`config.mk`:
```
export PLATFORM = sky130hd
export DESIGN_NAME = capture_core
export DESIGN_NICKNAME = d
export VERILOG_FILES = /design/src/rtl/capture_core_pkg.sv /design/src/rtl/sync_edge_detect.sv /design/src/rtl/capture_core.sv
export SDC_FILE = /design/constraint.sdc
export NUM_CORES = 1
export LEC_CHECK = 0
export ABC_AREA = 1
export CELL_PAD_IN_SITES_DETAIL_PLACEMENT = 2
export CELL_PAD_IN_SITES_GLOBAL_PLACEMENT = 2
export CORE_MARGIN = 3
export CORE_UTILIZATION = 31
export CTS_CLUSTER_DIAMETER = 80
export CTS_CLUSTER_SIZE = 14
export DETAILED_ROUTE_END_ITERATION = 7
export DONT_BUFFER_PORTS = 1
export GPL_TIMING_DRIVEN = 0
export HOLD_SLACK_MARGIN = 0.15
export PLACE_DENSITY = 0.8
export SYNTH_ARGS = -nofsm -noshare
export SYNTH_HDL_FRONTEND = slang
export SYNTH_SLANG_ARGS = --single-unit
```
`constraint.sdc`:
```
create_clock -name i_clk -period 1.75 [get_ports i_clk]
set_input_delay 0.2625 -clock i_clk [delete_from_list [all_inputs] [get_ports i_clk]]
set_output_delay 0.2625 -clock i_clk [all_outputs]
set_load 0.02 [all_outputs]
```
`src/rtl/capture_core_pkg.sv`:
```
// Shared encodings for the input-capture core and its edge-detect front end.
package capture_core_pkg;

    typedef enum logic [1:0] {
        ST_IDLE    = 2'd0,
        ST_ARMED   = 2'd1,
        ST_MEASURE = 2'd2,
        ST_DONE    = 2'd3
    } state_t;

    localparam logic [1:0] EDGE_RISE = 2'd0;
    localparam logic [1:0] EDGE_FALL = 2'd1;
    localparam logic [1:0] EDGE_BOTH = 2'd2;

endpackage

```
`src/rtl/sync_edge_detect.sv`:
```
// Synchronizes an asynchronous input and emits a one-cycle pulse on the selected edge type.
module sync_edge_detect
    import capture_core_pkg::*;
#(
    parameter int unsigned SYNC_STAGES = 2
) (
    input  logic       i_clk,
    input  logic       i_rst,
    input  logic       i_in,
    input  logic [1:0] i_edge_sel,
    output logic       o_edge_c
);

    logic [SYNC_STAGES-1:0] sync_q;
    logic                   prev_q;
    logic                   level;

    always_ff @(posedge i_clk) begin
        if (i_rst) begin
            sync_q <= '0;
            prev_q <= 1'b0;
        end else begin
            sync_q <= {sync_q[SYNC_STAGES-2:0], i_in};
            prev_q <= sync_q[SYNC_STAGES-1];
        end
    end

    // Reserved select code falls back to rising-edge detection.
    always_comb begin
        level = sync_q[SYNC_STAGES-1];
        case (i_edge_sel)
            EDGE_FALL: o_edge_c = ~level & prev_q;
            EDGE_BOTH: o_edge_c = level ^ prev_q;
            default:   o_edge_c = level & ~prev_q;
        endcase
    end

endmodule

```
`src/rtl/capture_core.sv`:
```
// Input-capture core: measures cycles between qualifying edges and latches the period with a sticky interrupt.
module capture_core
    import capture_core_pkg::*;
#(
    parameter int unsigned WIDTH       = 16,
    parameter int unsigned SYNC_STAGES = 2
) (
    input  logic             i_clk,
    input  logic             i_rst,
    input  logic             i_capture_en,
    input  logic             i_cont,
    input  logic [1:0]       i_edge_sel,
    input  logic             i_irq_clear,
    input  logic             i_capture_in,
    output logic [WIDTH-1:0] o_capture,
    output logic             o_irq,
    output logic             o_overflow,
    output logic             o_busy
);

    localparam logic [WIDTH-1:0] CNT_MAX = '1;

    state_t           state_q, state_d;
    logic [WIDTH-1:0] cnt_q, cnt_d;
    logic [WIDTH-1:0] capture_d;
    logic             irq_d, ovf_d, busy_d;
    logic             edge_c;

    sync_edge_detect #(
        .SYNC_STAGES(SYNC_STAGES)
    ) u_sync_edge (
        .i_clk     (i_clk),
        .i_rst     (i_rst),
        .i_in      (i_capture_in),
        .i_edge_sel(i_edge_sel),
        .o_edge_c  (edge_c)
    );

    always_ff @(posedge i_clk) begin
        if (i_rst) begin
            state_q    <= ST_IDLE;
            cnt_q      <= '0;
            o_capture  <= '0;
            o_irq      <= 1'b0;
            o_overflow <= 1'b0;
            o_busy     <= 1'b0;
        end else begin
            state_q    <= state_d;
            cnt_q      <= cnt_d;
            o_capture  <= capture_d;
            o_irq      <= irq_d;
            o_overflow <= ovf_d;
            o_busy     <= busy_d;
        end
    end

    // Next-state, counter and result logic; a capture overrides a same-cycle clear.
    always_comb begin
        state_d   = state_q;
        cnt_d     = cnt_q;
        capture_d = o_capture;
        irq_d     = o_irq;
        ovf_d     = o_overflow;

        if (i_irq_clear) begin
            irq_d = 1'b0;
            ovf_d = 1'b0;
        end

        case (state_q)
            ST_IDLE: begin
                cnt_d   = '0;
                irq_d   = 1'b0;
                ovf_d   = 1'b0;
                state_d = ST_ARMED;
            end
            ST_ARMED: begin
                cnt_d = '0;
                if (edge_c) begin
                    state_d = ST_MEASURE;
                end
            end
            ST_MEASURE: begin
                if (edge_c) begin
                    capture_d = (cnt_q == CNT_MAX) ? CNT_MAX : cnt_q + WIDTH'(1);
                    irq_d     = 1'b1;
                    if (cnt_q >= CNT_MAX - WIDTH'(1)) begin
                        ovf_d = 1'b1;
                    end
                    cnt_d   = '0;
                    state_d = i_cont ? ST_MEASURE : ST_DONE;
                end else if (cnt_q != CNT_MAX) begin
                    cnt_d = cnt_q + WIDTH'(1);
                end
            end
            ST_DONE: begin
                if (i_irq_clear) begin
                    state_d = ST_ARMED;
                end
            end
            default: state_d = ST_IDLE;
        endcase

        if (!i_capture_en) begin
            state_d = ST_IDLE;
            cnt_d   = '0;
            irq_d   = 1'b0;
            ovf_d   = 1'b0;
        end

        busy_d = (state_d == ST_ARMED) || (state_d == ST_MEASURE);
    end

endmodule

```
==> out/results.tsv, run 1 <==
metric	value	unit
cts_buffer_depth	2	
fin_crit	1.72	ns
timing.rr.start	cnt_q[1]	
core_region_area	0.00603	sq mm
tightest_slew	0.529	ns
setup_viol	0	
slew_headroom	64.7	%
worstPathMaxFanout	6	
grt_pass1_wl	11000	um
min_path_cells	3	
placed_cells_incl_taps	358	
worst_setup_path_start_kind	register	
rsz0062_at_grt	true	
leakagePower	0.945	nW
synth_nets	297	
grt_util_all_layers	19.2	%
period_share	98.1	%
grt_start_max_net_pins	18	
clk_latency	0.30	ns
r2r.worst_path.cells	6	
final.setup.worst_slack	0.0333	ns
tritoncts	built	
antenna_found_initial	0	
drt_iter0_markers	77	
rows	28	
setup-tns-final	0	ns
min-delay-path-class	input pin to register	
synth_seq_cells	40	
path_class	register to register	
drv_cap	0	
slew_viol_final	0	
finClkSkew	0.0108	ns
synth.avg_cell_area	6.96	sq um
hpwl	4700	um
cp_data_arrival_time	1.95	ns
rrSetupSlack	0.03	ns
crit_required	1.98	ns
synthCells	283	
numCtsBuffers	5	
synth_top_area_share	40.7	%
yosys_warnings	0	
end_kind	register	
grt-ovfl-total	0	
viasPerCell	5.12	
dieArea	0.00735	sq mm
cts-root-buf	clkbuf_8	
r2r_end	cnt_q[6]	
die_h	85.7	um
first_pass_iters	4	
start_util	32.7	%
routabilityCongestion	0.775	
seq_area_frac_synth	40.7	%
cts_sinks	40	
antenna_cells	0	
vias	1903	
ioPinCount	27	
startpoint	cnt_q[1]	
hold_violations	0	
power	1.80	mW
portBuffers	0	
wl	6970	um
dp_slack	-0.266	ns
stdcell_count	372	
critical_path.endpoint	cnt_q[6]	
die_w	85.7	um
htreeDepth	2	
area_growth	20.3	%
fin_nets	310	
pwr_density_cell	758	mW/mm^2
postRouteAntennaNets	0	
wl_per_cell	18.7	um
grt_pass1_vias	2112	
drive_gt1_share	17.2	%
synthesis.area	0.00197	sq mm
post-route-drc-count	0	
synth.area.top_cells	dfxtp_1 41%, nand2_1 11%, nor2_1 9.1%, nand3_1 6.4%, a21oi_1 5.8%	
clk_pin_slew	0.08	ns
synth_top_area_cell	dfxtp_1	
ys_types	24	
status	complete, no violations	
fmax	0.583	GHz
peakVddDrop	0.000385	V
-- through the flow --
step | hold WS, ns | instance area, sq um | utilization, %
2_1_floorplan | 0.334 | 1970 | -
3_3_place_gp | 0.335 | 2060 | 34.2
3_5_place_dp | 0.339 | 2060 | 34.2
4_1_cts | 0.185 | 2270 | 37.6
5_1_grt | 0.240 | 2370 | 39.3
6_report | 0.212 | 2370 | 39.3
-- area by class of cell --
type | count | area (sq um)
plain buffers | 4 | 33.8
clock buffers | 6 | 72.6
clock inverters | 2 | 35.0
fillers | 725 | 3660
inverters | 30 | 120
multi-input cells | 208 | 1130
flip-flops and latches | 40 | 811
well taps | 75 | 93.8
repair buffers | 7 | 70.1
-- flip-flops by register name, summed over array words and instances (netlist names) --
signal and count:
o_irq 1, o_overflow 1, state_q 2, o_capture 16
u_sync_edge.sync_q 2, o_busy 1, u_sync_edge.prev_q 1, cnt_q 16
-- critical path, cell delays in order, from the launching register on --
cell	delay, ns
dfxtp_4	0.39
ha_2	0.23
nand3_1	0.18
nor2_2	0.26
xor2_1	0.35
nand2_1	0.10
a21oi_1	0.14
-- cell usage after synthesis --
master and count:
a21oi_1 23, buf_2 1, buf_6 1, clkbuf_1 2, clkbuf_2 1, dfxtp_1 40, ha_1 6, inv_1 29
inv_2 1, nand2_1 56, nand2_2 3, nand3_1 25, nand4_1 6, nor2_1 48, nor2_2 5, nor2_4 1
o21a_1 1, o21ai_0 22, o21ai_4 1, o21bai_1 2, or2_1 1, or2_2 1, xnor2_1 5, xor2_1 2
-- placed cells by master (no fill, tap or decap), drive strengths merged --
cell type / n
xnor2: 5
clkbuf: 8
nor2: 54
xor2: 2
inv: 30
buf: 7
o21bai: 2
clkinv: 1
o21a: 1
nand4: 6
a21oi: 23
ha: 6
o21ai: 23
nand3: 25
dfxtp: 40
nand2: 59
bufinv: 1
or2: 2
dlygate4sd3: 2
-- cells by family after synthesis --
group,after synthesis,share of synthesized area (%)
AO/OA/AOI/OAI,49,13.4
XOR/XNOR,7,3.11
adder cells (fa/ha/maj),6,3.81
buffers and inverters,35,7.18
flip-flops,40,40.7
AND/OR/NAND/NOR,146,31.8
-- what timing repair did --
item                                    in CTS  in global routing
resized for setup                           13                 32
hold endpoints to repair                     3                  0
endpoints found under the setup margin      33                 33
setup buffers                                3                  2
hold buffers                                 2                  0
pin swaps                                    2                  4
cloned                                       0                  0
-- layer usage --
layer | vias to the layer above | part of all wire (%) | GRT usage, %
met2 | 29 | 50 | 34.0
met1 | 933 | 45 | 23.6
met4 | 0 | 1.1 | 4.75
met3 | 6 | 3.3 | 4.23
li1 | 935 | - | -
met5 | - | 0 | 0
-- worst min-delay path by stage --
stage,startpoint,endpoint,slack (ns)
global placement,i_rst,u_sync_edge.sync_q[0],0.34
global route,i_irq_clear,o_irq,0.24
floorplan,i_rst,u_sync_edge.sync_q[0],0.33
CTS,i_irq_clear,o_overflow,0.18
finish,i_irq_clear,o_irq,0.21
detailed placement,i_rst,u_sync_edge.sync_q[1],0.34
-- power by group --
group	switching, mW	internal (mW)
logic	0.0726	0.0351
clock network	0.336	0.424
registers	0.0122	0.916
Note: power is estimated with default switching activity, not from simulation.
==> run 2: changes to the inputs <==
--- a/config.mk
+++ b/config.mk
@@ -6,6 +6,7 @@
 export NUM_CORES = 1
 export LEC_CHECK = 0
 export ABC_AREA = 1
+export ABC_CLOCK_PERIOD_IN_PS = 1750
 export CELL_PAD_IN_SITES_DETAIL_PLACEMENT = 2
 export CELL_PAD_IN_SITES_GLOBAL_PLACEMENT = 2
 export CORE_MARGIN = 3
==> results of run 2 <==
No change in the layout: final DEF, timing and power equal those of run 1.
==> run 3: changes to the inputs <==
--- a/config.mk
+++ b/config.mk
@@ -18,6 +18,8 @@
 export GPL_TIMING_DRIVEN = 0
 export HOLD_SLACK_MARGIN = 0.15
 export PLACE_DENSITY = 0.8
+export RECOVER_POWER = 50
+export SLEW_MARGIN = 15
 export SYNTH_ARGS = -nofsm -noshare
 export SYNTH_HDL_FRONTEND = slang
 export SYNTH_SLANG_ARGS = --single-unit
==> constraint.sdc (replaced) <==
create_clock -name i_clk -period 1.75 [get_ports i_clk]
set_input_delay 0.35 -clock i_clk [delete_from_list [all_inputs] [get_ports i_clk]]
set_output_delay 0.35 -clock i_clk [all_outputs]
set_load 0.02 [all_outputs]
==> run 3 against run 2 <==
Net effect:
- the run now ends with negative setup slack left
- via count rose by 3.0%
- power hardly changed
- clock skew is essentially flat
- worst hold slack got worse by 0.047 ns
- sequential share of layout area up 0.11 points
- flip-flop and latch count unchanged
- fmax is 2.9% lower
- count of clock-buffer cells in the layout did not move
- global-route usage fell by 0.48 points
- cell area is the same
- core utilization did not move
- first-iteration DRC count fell by 3.9%
- critical endpoint is now cnt_q[2]
==> out/results.tsv, run 3 (synthesis gave the netlist of run 1 again) <==
metric	value	unit
drt_iter0_markers	74	
cts_buffer_depth	2	
power	1.80	mW
crit_chain	inv_1 -> ha_1 -> inv_1 -> nand2_1 -> nand3_4 -> nand2_2 -> nand2_2 -> or2_2 -> nand2_1 -> nand2_1 -> nor2_1	
rrSetupSlack	-0.02	ns
finClkSkew	0.0107	ns
core_region_area	0.00603	sq mm
viasPerCell	5.26	
slew_headroom	64.8	%
leakagePower	0.945	nW
grt_pass1_wl	10800	um
timing.rr.start	u_sync_edge.prev_q	
portBuffers	0	
worst_setup_path_start_kind	register	
die_h	85.7	um
slowest_delay	0.35	ns
r2r_end	cnt_q[2]	
fmax	0.566	GHz
final_common_cell	nand2_1	
grt_util_all_layers	18.7	%
min-delay-path-class	input pin to register	
clk_latency	0.30	ns
crit_required	1.97	ns
grt-ovfl-total	0	
r2r.worst_path.cells	11	
final.setup.worst_slack	-0.0179	ns
fin_util	39.3	%
postRouteAntennaNets	0	
path_class	register to register	
dieArea	0.00735	sq mm
cts-root-buf	clkbuf_8	
status	finished with violations	
cts_sinks	40	
antenna_found_initial	0	
die_w	85.7	um
antenna_cells	0	
fin_crit	1.77	ns
grt_start_max_net_pins	18	
path_common_cell	nand2_1	
clk_pin_slew	0.08	ns
violations	negative setup slack	
drv_cap	0	
area_growth	20.3	%
start_util	32.7	%
fin_nets	311	
htreeDepth	2	
startpoint	u_sync_edge.prev_q	
tightest_slew	0.528	ns
first_pass_iters	4	
critical_path.endpoint	cnt_q[2]	
mostFrequentLayoutCells	51 x nand2_1, 44 x nor2_1, 34 x dfxtp_1, 27 x inv_1, 23 x nand3_1	
drive_gt1_share	17.1	%
numCtsBuffers	5	
wl_per_cell	19.6	um
end_kind	register	
hpwl	4700	um
routabilityCongestion	0.775	
setup-tns-final	-0.0179	ns
peakVddDrop	0.000410	V
cp_data_arrival_time	1.99	ns
worstPathMaxFanout	3	
slew_viol_final	0	
hold_violations	0	
rows	28	
wl	7330	um
period_share	101	%
vias	1961	
top_regs	cnt_q: 16 flops, o_capture: 16 flops	
setup_viol	1	
post-route-drc-count	0	
grt_pass1_vias	2088	
tritoncts	built	
ioPinCount	27	
pwr_density_cell	759	mW/mm^2
cp_slowest_cell	dfxtp_2	
## run 3: cell type report
cell class,count,area (sq um)
Tap cell,75,93.8
Sequential cell,40,813
Timing Repair Buffer,8,75.1
Buffer,4,33.8
Clock buffer,6,72.6
Fill cell,714,3660
Inverter,30,118
Multi-Input combinational cell,208,1130
Clock inverter,2,35.0
## run 3: critical path, delay by kind of cell, from the launching register on
family / cells / cell delay (ns)
simple gates: 8 / 0.98
fa+ha+maj: 1 / 0.27
flops: 1 / 0.35
buf+inv: 2 / 0.10
## run 3: power breakdown
group / switching (mW) / internal [mW] / leakage [nW]
Clock: 0.339 / 0.424 / 0.0552
Combinational: 0.0718 / 0.0329 / 0.563
Sequential: 0.0125 / 0.916 / 0.327
## run 3: worst min path at each step
stage | slack (ns) | startpoint | end | cells after the start
after detailed placement | 0.41 | u_sync_edge.sync_q[0] | u_sync_edge.sync_q[1] | 2
after CTS | 0.16 | i_capture_in | u_sync_edge.sync_q[0] | 2
after floorplan | 0.39 | u_sync_edge.sync_q[0] | u_sync_edge.sync_q[1] | 2
after global routing | 0.18 | i_capture_in | u_sync_edge.sync_q[0] | 2
final | 0.16 | i_capture_in | u_sync_edge.sync_q[0] | 2
after global placement | 0.39 | u_sync_edge.sync_q[0] | u_sync_edge.sync_q[1] | 2
## run 3: metrics by stage
stage | instances | cell area [sq um] | setup WS (ns) | hold slack (ns)
finish | 373 | 2370 | -0.0179 | 0.165
global route | 373 | 2370 | -0.0961 | 0.177
CTS | 369 | 2260 | 0.00307 | 0.158
detailed placement | 358 | 2060 | -0.267 | 0.408
global placement | 358 | 2060 | -0.223 | 0.393
floorplan | 283 | 1970 | 0.0867 | 0.388
## run 3: what timing repair did
| item | 4_1_cts | 5_1_grt |
|---|---|---|
| cloned | 0 | 0 |
| endpoints found under the setup margin | 33 | 30 |
| hold endpoints to repair | 3 | 0 |
| gates resized for setup | 13 | 30 |
| hold buffers | 1 | 0 |
| buffers inserted | 3 | 4 |
| pin swaps | 2 | 4 |
## run 3: metal layers
layer | routed length [um] | global-route usage (%) | vias up
li1 | - | - | 941
met3 | 179 | 4.13 | 8
met1 | 3270 | 23.3 | 977
met4 | 72 | 4.17 | 0
met5 | 0 | 0 | -
met2 | 3810 | 33.0 | 35
